<file path="config.mk">
export PLATFORM = sky130hd
export DESIGN_NAME = crc8_step
export DESIGN_NICKNAME = d
export VERILOG_FILES = /design/src/rtl/frame_pkg.sv /design/src/rtl/crc8_step.sv
export SDC_FILE = /design/constraint.sdc
export NUM_CORES = 1
export LEC_CHECK = 0
export ABC_AREA = 1
export CAP_MARGIN = 30
export CORE_AREA = 2 2 39 41
export DETAILED_ROUTE_END_ITERATION = 10
export DIE_AREA = 0 0 41 43
export GPL_TIMING_DRIVEN = 0
export PLACE_DENSITY = 0.62
export SLEW_MARGIN = 20
export SYNTH_ARGS = -nofsm -noshare
export SYNTH_HDL_FRONTEND = slang
export SYNTH_SLANG_ARGS = --single-unit
</file>
<file path="constraint.sdc">
create_clock -name vclk -period 1.2
set_clock_uncertainty 0.05 [all_clocks]
set_input_delay 0.18 -clock vclk [all_inputs]
set_output_delay 0.18 -clock vclk [all_outputs]
set_load 0.01 [all_outputs]
</file>
<file path="src/rtl/frame_pkg.sv">
// Shared definitions for the UART frame path: parser states, result codes,
// the CRC8 polynomial and the default start-of-frame marker.
package frame_pkg;

  typedef enum logic [1:0] {
    IDLE    = 2'd0,
    LEN     = 2'd1,
    PAYLOAD = 2'd2,
    TRAIL   = 2'd3
  } frame_state_t;

  localparam logic [1:0] ERR_NONE    = 2'b00;
  localparam logic [1:0] ERR_LEN     = 2'b01;
  localparam logic [1:0] ERR_CRC     = 2'b10;
  localparam logic [1:0] ERR_TIMEOUT = 2'b11;

  localparam logic [7:0] CRC8_POLY        = 8'h07;
  localparam logic [7:0] DEFAULT_SOF_BYTE = 8'hA5;

endpackage

</file>
<file path="src/rtl/crc8_step.sv">
// One-byte CRC8 update (poly 0x07, MSB-first, no reflection, no final XOR).
// Purely combinational so the transmit-side builder can reuse it as-is.
module crc8_step
  import frame_pkg::*;
(
  input  logic [7:0] crc_in,
  input  logic [7:0] data,
  output logic [7:0] crc_out
);

  logic [7:0] c;

  // Fold the byte into the register, then shift out eight bits.
  always_comb begin
    c = crc_in ^ data;
    for (int i = 0; i < 8; i++) begin
      c = c[7] ? ((c << 1) ^ CRC8_POLY) : (c << 1);
    end
    crc_out = c;
  end

endmodule

</file>
### Yosys cells after proc, flatten, opt, wreduce, memory -nomap -nowiden

Cells that the tools add are included.

| word-level totals | value |
|---|---|
| output and inout port bits | 8 |
| bits of input ports | 16 |
| flip-flop bits (word level) | 0 |
| memory bits (writable) | 0 |
| ROM bits | 0 |
| latch bits | 0 |
| memories kept | 0 |

| operators by class | value |
|---|---|
| magnitude comparators | 0 |
| equal/unequal tests | 0 |
| reduce and logical (&&, ||, !) cells | 0 |
| mux-type cells | 8 |
| add/subtract/negate cells | 0 |
| divide/modulo/power cells | 0 |
| bitwise operators | 9 |
| multipliers | 0 |
| shift operators | 0 |

Operator list:

| operator | count |
|---|---|
| two-way mux 3 bit | 8 |
| inverter 3 bit | 8 |
| XOR 8 bit | 1 |

### Longest topological paths before layout

| logic depth | value |
|---|---|
| word-level depth | 17 |
| gate-level depth with buffers | 10 |

### Least setup slack after synthesis

No wires, ideal clock.

| timing | value |
|---|---|
| path kind | input-to-output |
| start | input data[6] |
| end | output crc_out[7] |
| path slack | 0.137 ns |
| stages | 3 |
| data arrival time | 0.833 ns |
| path through | xnor2_2 > xor2_1 > xor2_1 |

| between the ends | value |
|---|---|
| cells in the longest elaborated chain, start to end | 4 |

RTL lines:

| item | line | RTL |
|---|---|---|
| start: declaration | crc8_step.sv:7 | `input logic [7:0] data,` |
| XOR 8 bit * | crc8_step.sv:15 | `c = crc_in ^ data;` |
| two-way mux 3 bit * | crc8_step.sv:17 | `c = c[7] ? ((c << 1) ^ CRC8_POLY) : (c << 1);` |
| inverter 3 bit (no line) | n/a |  |
| two-way mux 3 bit * | crc8_step.sv:17 |  |
| end: declaration | crc8_step.sv:8 | `output logic [7:0] crc_out` |

Every way passes the cells marked *; elsewhere a longest branch is shown, timed or not.

### Worst setup path in the final report

Ends and elaborated chain as after synthesis.

==> metrics <==
Hold WS 0.794 ns; WP data arrival 1.02 ns; Slew @ Worst Pin 0.225 ns; WL final 1060 um; pin count of the biggest net entering global routing 5; Die ar. 1760 um2; CP required 0.97 ns; sequential-to-total area share from yosys stat 0; n_diodes 0; post-cts hold buffer count 0; GR peak layer met2; GR Util met2 0.231; CP endpoint kind output pin; Max Cap Violations 0; syn_nets 90; Cell Pwr Density 598 nW/um2; Max Fclk 802 MHz; Tmin final 1.25 ns; violated checks setup timing; worst setup path start data[6]; num sequential 0; crit path setup slack, layout -0.0474 ns; DP HPWL 766 um; 1st-iter DRT viols 2; status complete, but fails checks; post-synthesis cell type count 11; Final Core Density 0.615; Die H 43 um; row cnt 14; design area 851 um2; worst hold path class input port to output pin; period utilization 1.04; Syn Inst Count 74; area grow syn2layout 125%; Synth warnings 0; Slew Limit Headroom 0.850; Layout fillers 124; GR Util met1 0.137; vias in the first global route 442; Die Wd 41 um; final setup TNS -0.101 ns; Vias/cell 4.40; Post-DP Area 638 um2; Avg WL per Cell 8.85 um; # DRC 0; grt total ovfl 0; NumNets Final 122; final RePlAce weighted congestion 0.723; synthesized area 378 um2; final setup fails 3; RSZ-0062 raised after global routing true; Port Buf Inserts 24; worst hold start crc_in[5]; initial antenna violation count 0; fin. max-slew vios 0; num ports 24; TritonRoute pass-1 iters 4; worst-path fanout max 2; maximum VDD drop 0.278 mV; Avg Inst Size Synth 5.11 um2; Reg area 0 um2; met3 usage 0; layout cells sized above 1 0.625; Worst setup SP type input port; Final ANT Viol Nets 0; total design power 0.509 mW; critical path class input port to output pin; core area 1380 um2; Initial Util 0.273; Final Hold Fails 0; first-pass GRT wire length 1570 um; Leak 0.474 nW; CLK BUF 0; GRT Total Usage 0.117; Via Count 528
[synthesized netlist by cell type]
master	number	area share
inv_1	12	0.12
inv_2	1	0.0099
nand2_1	38	0.38
nand2_2	4	0.066
nand2_4	1	0.030
nand3_1	4	0.053
nor2_1	3	0.030
xnor2_1	5	0.12
xnor2_2	2	0.086
xor2_1	3	0.070
xor2_2	1	0.043
[through the flow]
step / worst slack (ns) / std cells
after global routing: -0.112 / 120
after floorplan: 0.137 / 74
after CTS: -0.0405 / 119
after detailed placement: -0.886 / 114
after global placement: -0.870 / 114
final: -0.0474 / 120
[cell type report]
class	count	area [um2]	share of cell area
inverter	13	58.8	0.0691
multi-input combinational	61	508	0.597
tap	16	20.0	0.0235
timing repair buffer	30	264	0.310
[worst paths after layout]
path,slack (ns),cells after the start,endpoint
hold / removal,0.79,5,crc_out[7]
setup / recovery,-0.05,6,crc_out[7]
[kinds of logic (layout without fill, tap and decap cells)]
family	Yosys count	in the layout	synth area share
AND/OR/NAND/NOR	50	50	0.556
XOR/XNOR	11	11	0.315
buffers and inverters	13	43	0.129
[per-layer routing]
metal  wire, um  share of wire  vias up
met3         31          0.029        0
met5          0              0        -
met1        351           0.33      245
met2        679           0.64        6
met4          0              0        0
li1           -              -      277
[report_power, final]
part           internal, mW  leakage [nW]  switching, mW
combinational         0.255         0.474          0.253
clock                     0             0              0
sequential                0             0              0
[cells in the final DEF (no fill, tap or decap), drive strengths merged]
cell	synthesis	layout
nand2	43	43
xnor2	7	7
nand3	4	4
buf	0	30
xor2	4	4
inv	13	13
nor2	3	3
[critical path, stage by stage]
cell and delay [ns]:
buf_8 0.10, xnor2_4 0.16, buf_4 0.14, xor2_2 0.15
xor2_1 0.14, buf_2 0.14
[repair_timing]
item                       in CTS  in global routing
setup endpoints to repair       8                  8
pin swaps                      29                 27
resized for setup             131                 31
setup buffers                   6                  1
(Power assumes the default switching activity.)
